[config.mk]
export PLATFORM = sky130hd
export DESIGN_NAME = fixed8_mac_seq
export DESIGN_NICKNAME = d
export VERILOG_FILES = /design/src/rtl/fixed8_pkg.sv /design/src/rtl/fixed8.sv /design/src/rtl/fixed8_mac_seq.sv
export SDC_FILE = /design/constraint.sdc
export NUM_CORES = 1
export LEC_CHECK = 0
export CAP_MARGIN = 20
export CORE_ASPECT_RATIO = 1.2
export CORE_MARGIN = 2
export CORE_UTILIZATION = 40
export CTS_BUF_LIST = sky130_fd_sc_hd__clkbuf_16
export DETAILED_ROUTE_END_ITERATION = 10
export PLACE_DENSITY = 0.7
export SLEW_MARGIN = 20
export SYNTH_ARGS = -nofsm -noshare
export SYNTH_HDL_FRONTEND = slang
export SYNTH_HIERARCHICAL = 1
export SYNTH_SLANG_ARGS = --single-unit
[constraint.sdc]
create_clock -name clk -period 8.4 [get_ports clk]
set_clock_uncertainty 0.05 [all_clocks]
set_input_delay 1.26 -clock clk [delete_from_list [all_inputs] [get_ports clk]]
set_output_delay 1.26 -clock clk [all_outputs]
set_load 0.01 [all_outputs]
[src/rtl/fixed8_pkg.sv]
// -----------------------------------------------------------------------------
// fixed8_pkg
// Shared definitions for the fixed8 dot-product MAC slice.
//   - state_e        : controller FSM states (IDLE, RUN, DONE)
//   - COL_WIDTH_DEF  : default column width parameter
//   - ACC_W_DEF      : default accumulator width (4 * COL_WIDTH_DEF)
//   - LEN_W_DEF      : default width of the job length field
// -----------------------------------------------------------------------------
package fixed8_pkg;

  localparam int COL_WIDTH_DEF = 11;
  localparam int ACC_W_DEF     = 4 * COL_WIDTH_DEF;
  localparam int LEN_W_DEF     = 8;

  // Controller states. Two bits leave one spare encoding, which the FSM
  // treats as an illegal state and recovers from by returning to IDLE.
  typedef enum logic [1:0] {
    ST_IDLE = 2'b00,
    ST_RUN  = 2'b01,
    ST_DONE = 2'b10
  } state_e;

endpackage : fixed8_pkg

[src/rtl/fixed8.sv]
// -----------------------------------------------------------------------------
// fixed8
// Combinational multiply-accumulate cell: psum_fwd = psum_in + in * weight,
// evaluated modulo 2^ACC_W.
// Ports:
//   in       [7:0]        activation byte
//   weight   [7:0]        weight byte
//   s_in                  activation is signed
//   s_weight              weight is signed
//   psum_in  [ACC_W-1:0]  incoming partial sum
//   psum_fwd [ACC_W-1:0]  partial sum plus this product (wraps on overflow)
// -----------------------------------------------------------------------------
module fixed8
  import fixed8_pkg::*;
#(
  parameter int ACC_W = ACC_W_DEF
) (
  input  logic [7:0]       in,
  input  logic [7:0]       weight,
  input  logic             s_in,
  input  logic             s_weight,
  input  logic [ACC_W-1:0] psum_in,
  output logic [ACC_W-1:0] psum_fwd
);

  logic             in_sign_s;
  logic             weight_sign_s;
  logic [ACC_W-1:0] in_ext_s;
  logic [ACC_W-1:0] weight_ext_s;
  logic [ACC_W-1:0] product_s;

  // The fill bit is the operand MSB only when that operand is declared signed.
  assign in_sign_s     = s_in & in[7];
  assign weight_sign_s = s_weight & weight[7];

  // Extend both operands to the full accumulator width before multiplying.
  // Keeping only the low ACC_W bits of the product gives the correct
  // two's-complement result modulo 2^ACC_W for every signedness combination.
  always_comb begin
    in_ext_s     = {{(ACC_W-8){in_sign_s}}, in};
    weight_ext_s = {{(ACC_W-8){weight_sign_s}}, weight};
    product_s    = in_ext_s * weight_ext_s;
    psum_fwd     = psum_in + product_s;
  end

endmodule : fixed8

[src/rtl/fixed8_mac_seq.sv]
// -----------------------------------------------------------------------------
// fixed8_mac_seq
// Sequential dot-product controller around one fixed8 MAC cell. A job is
// configured on the cfg channel (length + operand signedness), consumes
// cfg_len operand pairs on the op channel, then presents the accumulated
// sum on the res channel until it is accepted or the job is aborted.
// Ports:
//   clk, rst_n                 clock, asynchronous active-low reset
//   cfg_valid/cfg_ready        job request handshake
//   cfg_len [LEN_W-1:0]        number of operand pairs in the job
//   cfg_s_in, cfg_s_weight     activation / weight signedness
//   abort                      synchronous cancel (RUN or DONE only)
//   op_valid/op_ready          operand pair handshake
//   op_in, op_weight [7:0]     activation and weight bytes
//   res_valid/res_ready        result handshake
//   res_data [ACC_W-1:0]       accumulated dot product
//   busy                       high in any state other than IDLE
// -----------------------------------------------------------------------------
module fixed8_mac_seq
  import fixed8_pkg::*;
#(
  parameter int COL_WIDTH = COL_WIDTH_DEF,
  parameter int LEN_W     = LEN_W_DEF
) (
  input  logic                   clk,
  input  logic                   rst_n,
  input  logic                   cfg_valid,
  output logic                   cfg_ready,
  input  logic [LEN_W-1:0]       cfg_len,
  input  logic                   cfg_s_in,
  input  logic                   cfg_s_weight,
  input  logic                   abort,
  input  logic                   op_valid,
  output logic                   op_ready,
  input  logic [7:0]             op_in,
  input  logic [7:0]             op_weight,
  output logic                   res_valid,
  input  logic                   res_ready,
  output logic [4*COL_WIDTH-1:0] res_data,
  output logic                   busy
);

  localparam int ACC_W = 4 * COL_WIDTH;

  state_e           state_r;
  state_e           state_nxt_s;
  logic [ACC_W-1:0] acc_r;
  logic [ACC_W-1:0] psum_fwd_s;
  logic [LEN_W-1:0] cnt_r;
  logic             s_in_r;
  logic             s_weight_r;
  logic             cfg_ready_r;
  logic             op_ready_r;
  logic             res_valid_r;
  logic             busy_r;

  logic             cfg_xfer_s;
  logic             op_xfer_s;
  logic             res_xfer_s;
  logic             len_zero_s;
  logic             cnt_last_s;

  // Handshake qualifiers. The ready terms come from registered state flags,
  // so a transfer is exactly "valid and ready at the rising edge".
  assign cfg_xfer_s = cfg_valid & cfg_ready_r;
  assign op_xfer_s  = op_valid & op_ready_r & ~abort;
  assign res_xfer_s = res_ready & res_valid_r;
  assign len_zero_s = (cfg_len == {LEN_W{1'b0}});
  assign cnt_last_s = (cnt_r == {{(LEN_W-1){1'b0}}, 1'b1});

  // Single MAC cell; its forward sum is the accumulator's next value.
  fixed8 #(
    .ACC_W (ACC_W)
  ) u_fixed8 (
    .in       (op_in),
    .weight   (op_weight),
    .s_in     (s_in_r),
    .s_weight (s_weight_r),
    .psum_in  (acc_r),
    .psum_fwd (psum_fwd_s)
  );

  // Next-state logic; abort outranks both op and res transfers.
  always_comb begin
    state_nxt_s = state_r;
    case (state_r)
      ST_IDLE: begin
        if (cfg_xfer_s) begin
          if (len_zero_s) begin
            state_nxt_s = ST_DONE;
          end else begin
            state_nxt_s = ST_RUN;
          end
        end else begin
          state_nxt_s = ST_IDLE;
        end
      end
      ST_RUN: begin
        if (abort) begin
          state_nxt_s = ST_IDLE;
        end else if (op_xfer_s && cnt_last_s) begin
          state_nxt_s = ST_DONE;
        end else begin
          state_nxt_s = ST_RUN;
        end
      end
      ST_DONE: begin
        if (abort || res_xfer_s) begin
          state_nxt_s = ST_IDLE;
        end else begin
          state_nxt_s = ST_DONE;
        end
      end
      default: begin
        state_nxt_s = ST_IDLE;
      end
    endcase
  end

  // State register plus registered per-state output flags, all decoded from
  // the next state so they line up with state_r on every cycle.
  always_ff @(posedge clk or negedge rst_n) begin
    if (!rst_n) begin
      state_r     <= ST_IDLE;
      cfg_ready_r <= 1'b1;
      op_ready_r  <= 1'b0;
      res_valid_r <= 1'b0;
      busy_r      <= 1'b0;
    end else begin
      state_r     <= state_nxt_s;
      cfg_ready_r <= (state_nxt_s == ST_IDLE);
      op_ready_r  <= (state_nxt_s == ST_RUN);
      res_valid_r <= (state_nxt_s == ST_DONE);
      busy_r      <= (state_nxt_s != ST_IDLE);
    end
  end

  // Job datapath: configuration latch, accumulator and remaining count.
  // Nothing here moves in DONE, which keeps res_data stable while offered.
  always_ff @(posedge clk or negedge rst_n) begin
    if (!rst_n) begin
      acc_r      <= {ACC_W{1'b0}};
      cnt_r      <= {LEN_W{1'b0}};
      s_in_r     <= 1'b0;
      s_weight_r <= 1'b0;
    end else if (cfg_xfer_s) begin
      acc_r      <= {ACC_W{1'b0}};
      cnt_r      <= cfg_len;
      s_in_r     <= cfg_s_in;
      s_weight_r <= cfg_s_weight;
    end else if (op_xfer_s) begin
      acc_r      <= psum_fwd_s;
      cnt_r      <= cnt_r - {{(LEN_W-1){1'b0}}, 1'b1};
    end else begin
      acc_r      <= acc_r;
      cnt_r      <= cnt_r;
    end
  end

  assign cfg_ready = cfg_ready_r;
  assign op_ready  = op_ready_r;
  assign res_valid = res_valid_r;
  assign busy      = busy_r;
  assign res_data  = acc_r;

endmodule : fixed8_mac_seq

# After elaboration in Yosys (flattened, before gate mapping)
# Cells that the tools add are included.
# totals
in_bits,32
word_cells,41
regBits,60
out_inout_bits,48
# op_classes
reduce_logical,7
n_mux,10
addsub,2
n_bitwise,7
eq_ne,5
mul,1
# op_table
cell,count
44-bit two-way mux,2
44-bit adder,1
9-bit by 9-bit multiplier with 18-bit output,1
8-bit two-way mux,2
2-bit two-way mux,5
8-bit by 1-bit equality test with 1-bit output (second input constant),1
8-bit zero test,1
8-bit by 1-bit subtractor with 8-bit output (second input constant),1
1-bit bitwise AND,6
2-bit case mux with 3 select lines,1
2-bit by 1-bit equality test with 1-bit output (second input constant),2
2-bit equality test (second input constant),2
2-bit zero test,2
2-bit nonzero test,2
1-bit logical AND,1
1-bit logical OR,1
1-bit inverter,1

# Logic depth before layout (Yosys ltp)
# Gate-level depths: netlist (run 1).
# logic_depth
word_depth,7
ltp_mapped,33
ltp_nobuf,31

# Modules after synthesis
# The synthesis (run 1) kept the hierarchy.
# modules_own_cells
mod,seq_area_each_um2,cells_per_inst,n_inst,area_per_inst_um2
fixed8,0.0,644,1,5332.6
fixed8_mac_seq,1502.7,276,1,2542.4

# Worst setup path after synthesis (run 1)
# OpenSTA, ideal clock, no wires.
# synth_timing
path_kind,input to register
start,input port op_weight[7]
end,register acc_r[38] (netlist: res_data[38])
setup_ps,136
path_stages,32
required_ps,8214
t_arrival_ps,9264
setup_slack_ps,-1051
path_buffers,2
path_cell_list,clkbuf_1 -> nand2_1 -> or2_2 -> fa_1 -> fa_1 -> inv_1 -> fa_1 -> fa_1 -> inv_1 -> fa_1 -> inv_1 -> ha_1 -> o21ai_0 -> nor2_1 -> or2_1 -> o311a_1 -> nor4_2 -> o41ai_2 -> xnor2_2 -> ha_1 -> buf_6 -> a21oi_4 -> o21ai_1 -> or4_4 -> nor3b_2 -> a21oi_2 -> a31oi_4 -> nor2_1 -> a41o_1 -> xor2_1 -> nand2_1 -> a21oi_1
# synth_via
elab_chain_cells,5
# synth_lines
element,line,source
"start, declared",fixed8_mac_seq.sv:36,"input logic [7:0] op_weight,"
1-bit bitwise AND,fixed8.sv:34,assign weight_sign_s = s_weight & weight[7];
9-bit by 9-bit multiplier with 18-bit output (*),fixed8.sv:42,product_s = in_ext_s * weight_ext_s;
44-bit adder (*),fixed8.sv:43,psum_fwd = psum_in + product_s;
named net psum_fwd_s[38],fixed8_mac_seq.sv:48,logic [ACC_W-1:0] psum_fwd_s;
44-bit two-way mux (*),fixed8_mac_seq.sv:151,end else if (op_xfer_s) begin
44-bit two-way mux (*),fixed8_mac_seq.sv:146,end else if (cfg_xfer_s) begin
"end signal, assigned",fixed8_mac_seq.sv:147,acc_r <= {ACC_W{1'b0}};
"end signal, assigned",fixed8_mac_seq.sv:152,acc_r <= psum_fwd_s;
"end signal, assigned",fixed8_mac_seq.sv:155,acc_r <= acc_r;
"end, declared",fixed8_mac_seq.sv:47,logic [ACC_W-1:0] acc_r;
# The timed path passes the listed nets; every way through them passes the cells marked *. The select of a mux whose other input is x is not followed.
# A chain may end at the register's enable or synchronous reset.

# Final worst setup path (run 1)
# Ends and elaborated chain as after synthesis.

==> results of run 1 <==
routing by layer:
metal,GRT usage,up-vias,share of wire
li1,-,3516,-
met1,0.235,3456,0.42
met2,0.383,122,0.53
met3,0.0279,24,0.034
met4,0.0606,0,0.017
met5,0,-,0
Yosys cell counts (4+ instances only):
| cell | count | area (sq um) |
|---|---|---|
| nand3_1 | 11 | 55.1 |
| nand4_1 | 8 | 50.1 |
| nor2_1 | 47 | 176 |
| a21oi_1 | 82 | 410 |
| inv_1 | 92 | 345 |
| o21bai_1 | 10 | 75.1 |
| a21o_1 | 22 | 165 |
| nand2_1 | 155 | 582 |
| a211oi_1 | 7 | 52.6 |
| a31oi_1 | 8 | 50.1 |
| xor2_1 | 18 | 158 |
| fa_1 | 71 | 1420 |
| ha_1 | 90 | 1130 |
| clkbuf_1 | 28 | 105 |
| o21ai_0 | 24 | 120 |
| dfrtp_1 | 59 | 1480 |
| o21ai_1 | 6 | 30.0 |
| and2_1 | 32 | 200 |
| nor3_1 | 5 | 25.0 |
| xnor2_1 | 42 | 368 |
| a31o_2 | 4 | 35.0 |
| and3_1 | 8 | 50.1 |
| buf_2 | 4 | 20.0 |
| o21a_1 | 12 | 90.1 |
| or3_1 | 4 | 25.0 |
| or4_1 | 5 | 37.5 |
sequential cells by signal, indices dropped and copies added, names as in the netlist:
name,count
res_data,44
cnt_r,8
state_r,2
busy,1
cfg_ready,1
op_ready,1
res_valid,1
s_in_r,1
s_weight_r,1
layout make-up:
class / instances / share of cell area
multi-input combinational: 733 / 0.582
timing repair buffer: 231 / 0.185
sequential: 60 / 0.144
inverter: 92 / 0.0331
tap: 261 / 0.0313
clock buffer: 9 / 0.0216
clock inverter: 7 / 0.00264
logic make-up after synthesis:
logic type,after synthesis,share of synthesized area
adder cells (fa/ha/maj),161,0.323
AO/OA/AOI/OAI,210,0.175
buffers and inverters,127,0.0621
flip-flops,60,0.191
AND/OR/NAND/NOR,298,0.175
XOR/XNOR,61,0.0688
multiplexers,3,0.00413
per-stage QoR:
step                      cells  setup TNS (ps)  area [sq um]
final                      1393               0         10400
after global routing       1393            -948         10400
after CTS                  1389           -78.7         10300
after detailed placement   1373          -10530         10000
after global placement     1373           -9130         10000
after floorplan             920           -1820          7980
repair_timing:
| action | in CTS | in global routing |
|---|---|---|
| setup endpoints to repair | 19 | 20 |
| gates cloned | 0 | 1 |
| resized for setup | 16 | 65 |
| setup buffers | 0 | 3 |
| pin swaps | 4 | 34 |
critical path, delay by kind of cell:
kind	cells	cell delay, ps
xor+xnor	2	440
compound gates	9	1630
buf+inv	5	390
fa+ha+maj	7	2890
simple gates	9	1870
worst max-delay path by stage:
stage,start,to,cells after the start
finish,op_weight[7],res_data[38],32
global route,op_weight[0],res_data[38],31
CTS,op_in[2],res_data[38],33
detailed placement,op_weight[7],res_data[37],32
global placement,op_weight[1],res_data[38],32
floorplan,op_weight[7],res_data[37],32
==> run metrics, run 1 <==
status finished, final reports clean; Ports 80; fin crit share 0.990; Pre-antenna DRT Iters 5; total of max-cap violations 0; Synth Flop Type dfrtp_1; Fillers 1806; Cell variety after synth 71; clk buf depth 2; Worst Hold Endpoint res_data[3]; ant diodes 0; Worst Setup End Kind register; Yosys warning count 6; actual slew at the worst max-slew pin roughly 1000 ps; worst r2r src s_weight_r; DPL Wire Length 16.3 mm; PortBufs 79; layout cells sized above 1 0.205; Max Clk Rate around 120 MHz; Post-synth EDFFs 0; min-delay src res_data[3]; Routed wire per std cell 15.0 um; Synth Instances 920; Initial Util 0.406; Min-Delay Path Class reg2reg; total number of vias 7118; Critical Path RT 8600 ps; Seq cells post-synth 60; RSZ-0062 raised after global routing yes; CP arrival 8510 ps; crit-path max cell delay 550 ps; hold depth 2; area grow syn2layout 32.5%; Async S/R FF share, synth 1.00; Critical Path Start Type input pin; Via density 5.11; Mapped Area 7880 sq um; slowest CP cell or4_4; CP most frequent cell fa_1; vias in the first global route 7374; Final GP Congestion roughly 0.88; final hold viol count 0; pin count of the biggest net entering global routing 61; syn nets 1113; global-route wire length before repair 34.3 mm; Die W 132 um; TritonCTS clock tree built; slew margin rel. 0.302; hold slack 499 ps; R2R Setup Slk 630 ps; R2R depth 31; sequential share of the synthesized area 0.191; chip height 158 um; final setup violation count 0; WS Path Type in2reg; core area 19400 sq um; clk root buf clkbuf_16; Routed WL ~21 mm; drt drc 0; layout net count 1320; Slew Viols, Final 0; FF-to-FF End res_data[38]; Site Rows 56; GRT Residual Overflow 0; initial antenna violation count 0; CP Max Fanout 7; Sequential Area about 1500 sq um; CTS sink cnt 60; Synth Area per Inst 8.56 sq um; commonest non-fill, non-tap cell in the layout nand2_1; total track usage 0.201; commonest non-fill, non-tap cells in the layout nand2_1, buf_4, inv_1; CTS H-tree lvls 3; full die area about 21000 sq um; area of the multi-input gates 6080 sq um; CTS buffer count 9; DRT antenna net count 0; latest clock arrival within the worst-skew pair 330 ps; Final Util 0.538; Reg clk slew, reported paths 60 ps; DP Worst Slack -680 ps; Starting DRT DRC Count ~290; Post-CTS Hold Buffers 0; final worst path period need 8320 ps; Final WS setup between 80 and 90 ps
Power of run 1 is left out: the tool's default activity adds up to more than one toggle a clock period on the data nets, which glitch-free logic cannot reach.
==> run 2: changes to the inputs <==
- ABC_AREA: not set -> 0
- CORE_MARGIN: 2 -> 3
==> run metrics, run 2 (same netlist as run 1, synthesis figures left out) <==
status finished, final reports clean; global-route wire length before repair between 30 and 40 mm; DPL Wire Length 16.4 mm; Pre-antenna DRT Iters 5; chip height 160 um; Critical Path Start Type input pin; Die W about 130 um; Via density around 5.2; Sequential Area 1500 sq um; worst r2r src s_weight_r; Initial Util 0.413; final hold viol count 0; total number of vias ~7200; CP Launch Point op_weight[7]; DRT antenna net count 0; layout cells sized above 1 0.214; Post-CTS Hold Buffers 0; Site Rows 55; area of the multi-input gates 6140 sq um; final setup violation count 0; WS Path Type in2reg; Routed WL 21.0 mm; CTS sink cnt 60; CP Max Fanout 8; commonest non-fill, non-tap cells in the layout nand2_1, buf_4, inv_1; total of max-cap violations 0; clk root buf clkbuf_16; vias in the first global route 7419; Fillers around 1800; CP Buf/Inv Count 6; GRT Residual Overflow 0; slowest CP cell fa_1; CTS H-tree lvls 3; core area between 15000 and 20000 sq um; Final TNS setup 0 ps; hold slack 505 ps; actual slew at the worst max-slew pin 1020 ps; initial antenna violation count 0; CP most frequent cell fa_1; commonest non-fill, non-tap cell in the layout nand2_1; Routed wire per std cell 15.2 um; Ports 80; latest clock arrival within the worst-skew pair 330 ps; Starting DRT DRC Count 368; fin crit share 0.978; area grow syn2layout 32.9%; full die area about 21000 sq um; RSZ-0062 raised after global routing yes; Max Clk Rate 122 MHz; Final GP Congestion 0.927; crit-path max cell delay 520 ps; ant diodes 0; min-delay src res_data[6]; Worst Setup End Kind register; layout net count 1313; final worst path period need ~8200 ps; CTS buffer count 9; CP top delay family adder cells; Reg clk slew, reported paths 60 ps; slew margin rel. 0.319; Critical Path RT 8600 ps; CP arrival approximately 8400 ps; Largest register FFs 44; Layout Cells excl Fill 1381; TritonCTS clock tree built; PortBufs 79; drt drc 0; total track usage 0.199; placed cell count 1359; clk buf depth 2; Slew Viols, Final 0; Min-Delay Path Class reg2reg; pin count of the biggest net entering global routing 61
==> run 2: cell count changes in the layout (fill, tap and decap cells not counted), sizes merged <==
cell / change
buf: -7
clkinv: -4
clkinvlp: +4
dlymetal6s2s: -3
clkbuf: +2
bufinv: +1
clkdlybuf4s15: +1
inv: -1
==> run 2: worst paths after layout <==
path	slack [ps]	cells past startpoint	to
min reg2reg	510	2	res_data[6]
min in group asynchronous	1030	2	res_data[26]
min	510	2	res_data[6]
max reg2reg	720	32	res_data[38]
max	190	33	res_data[38]
max in group asynchronous	6730	2	res_data[36]
==> run 2: what timing repair did <==
item / 4_1_cts / 5_1_grt
gates resized for setup: 23 / 71
gates cloned: 0 / 0
buffers inserted: 1 / 5
endpoints found under the setup margin: 19 / 19
pin swaps: 8 / 32
==> run 2: worst register-to-register path: cells and delay by family (launching register included) <==
family,cells,cell delay (ps)
DFF,1,470
adders and majority gates,7,2900
buffers and inverters,5,430
AOI/OAI and AO/OA,10,1850
and+or+nand+nor,8,1600
xor gates and xnor gates,2,310
==> run 2: final cells by class <==
type,count,share of cell area
clock buffers,9,0.0215
clock inverters,7,0.00657
inverters,92,0.0330
multi-input cells,733,0.586
flip-flops and latches,60,0.144
well taps,256,0.0306
repair buffers,224,0.179
==> run 2: per-stage QoR <==
step	util	instance area, sq um	worst slack [ps]
after floorplan	-	7980	-275
after global placement	0.524	9980	-592
after detailed placement	0.524	9980	-706
after CTS	0.541	10300	15.5
after global routing	0.549	10500	-106
final	0.549	10500	187
==> run 2: layer usage <==
layer	global-route usage	vias up	share of wire
met5	0	-	0
met4	0.0472	0	0.015
met3	0.0318	24	0.035
met2	0.359	128	0.52
met1	0.248	3519	0.43
li1	-	3503	-
Power of run 2 is left out for the same reason.
==> run 3: changes to the inputs <==
- CORE_UTILIZATION: 40 -> 55
- CTS_BUF_LIST: sky130_fd_sc_hd__clkbuf_16 -> sky130_fd_sc_hd__clkbuf_4 sky130_fd_sc_hd__clkbuf_8
- PLACE_DENSITY: 0.7 -> 0.89
==> run metrics, run 3 (same netlist as run 1, synthesis figures left out) <==
total of max-cap violations 0; core area 13900 sq um; pin count of the biggest net entering global routing 61; initial antenna violation count 0; Min-Delay Path Class reg2reg; Ports 80; fin crit share 0.998; Critical Path Start Type input pin; layout cells sized above 1 0.217; slew margin rel. 0.281; CP top delay family adder cells; CP arrival around 8600 ps; final hold viol count 0; Routed wire per std cell 18.0 um; Final GP Congestion about 0.95; Layout Cells excl Fill 1301; Routed WL 23.5 mm; clk root buf clkbuf_8; global-route wire length before repair between 30 and 40 mm; final worst path period need 8380 ps; layout net count 1318; slowest CP cell fa_1; Die W approximately 120 um; commonest non-fill, non-tap cell in the layout nand2_1; Starting DRT DRC Count 464; Via density between 5 and 6; CTS sink cnt 60; Fillers 935; Crit path depth 33; vias in the first global route 7996; ant diodes 0; Site Rows between 40 and 50; clk buf depth 2; total number of vias 7686; drt drc 0; commonest non-fill, non-tap cells in the layout nand2_1, buf_4, inv_1; final setup violation count 0; WS Path Type in2reg; Max Clk Rate roughly 120 MHz; placed cell count 1273; CP most frequent cell fa_1; full die area 15800 sq um; Initial Util 0.567; total track usage 0.294; R2R depth 32; Sequential Area ~1500 sq um; Critical Path RT 8620 ps; CTS H-tree lvls 3; Worst Setup End Kind register; DPL Wire Length 17.2 mm; hold depth 2; RSZ-0062 raised after global routing yes; Pre-antenna DRT Iters 5; CP Max Fanout 6; status finished, final reports clean; latest clock arrival within the worst-skew pair 360 ps; Largest register FFs 44; TritonCTS clock tree built; Slew Viols, Final 0; area grow syn2layout 31.3%; area of the multi-input gates 6170 sq um; CP Buf/Inv Count 6; PortBufs around 80; CTS buffer count 9; Reg clk slew, reported paths 70 ps; actual slew at the worst max-slew pin about 1100 ps; crit-path max cell delay 540 ps; DRT antenna net count 0; GRT Residual Overflow 0; chip height about 140 um
-- run 3: final cells by class --
class / count / area share
multi-input combinational: 733 / 0.597
timing repair buffer: 229 / 0.186
sequential: 60 / 0.145
inverter: 92 / 0.0334
tap: 171 / 0.0207
clock buffer: 12 / 0.0154
clock inverter: 4 / 0.00242
-- run 3: per-layer routing --
layer  track usage  routed length (um)
met2         0.538               12700
met3        0.0420                1080
met4         0.134                 841
met5             0                   0
met1         0.334                8890
-- run 3: metrics by stage --
stage	cell area, sq um	utilization	hold slack [ps]	setup slack, ps	setup TNS, ps
after floorplan	7980	-	466	-275	-1820
after global placement	9850	0.710	487	-509	-7520
after detailed placement	9850	0.710	497	-721	-11880
after CTS	10100	0.725	509	9.68	0
after global routing	10300	0.745	525	-247	-1270
final	10300	0.745	510	16.6	0
-- run 3: tightest hold or removal path, cell delays in order (launching register included) --
cell and delay, ps:
dfrtp_1 400, nand2_1 60, a21oi_1 60
-- run 3: what timing repair did --
item / 4_1_cts / 5_1_grt
setup buffers: 0 / 13
hold buffers: 0 / 0
pin swaps: 4 / 49
setup endpoints to repair: 17 / 17
resized for setup: 17 / 80
-- run 3: worst paths after layout --
kind	from	to	slack, ps
worst max-delay path	op_weight[7]	res_data[38]	20
worst min-delay path	res_data[11]	res_data[11]	510
worst max register to register	s_weight_r	res_data[38]	530
worst min register to register	res_data[11]	res_data[11]	510
max in group asynchronous	rst_n	cnt_r[2]	6750
min in group asynchronous	rst_n	res_data[23]	1010
Power of run 3 is left out for the same reason.
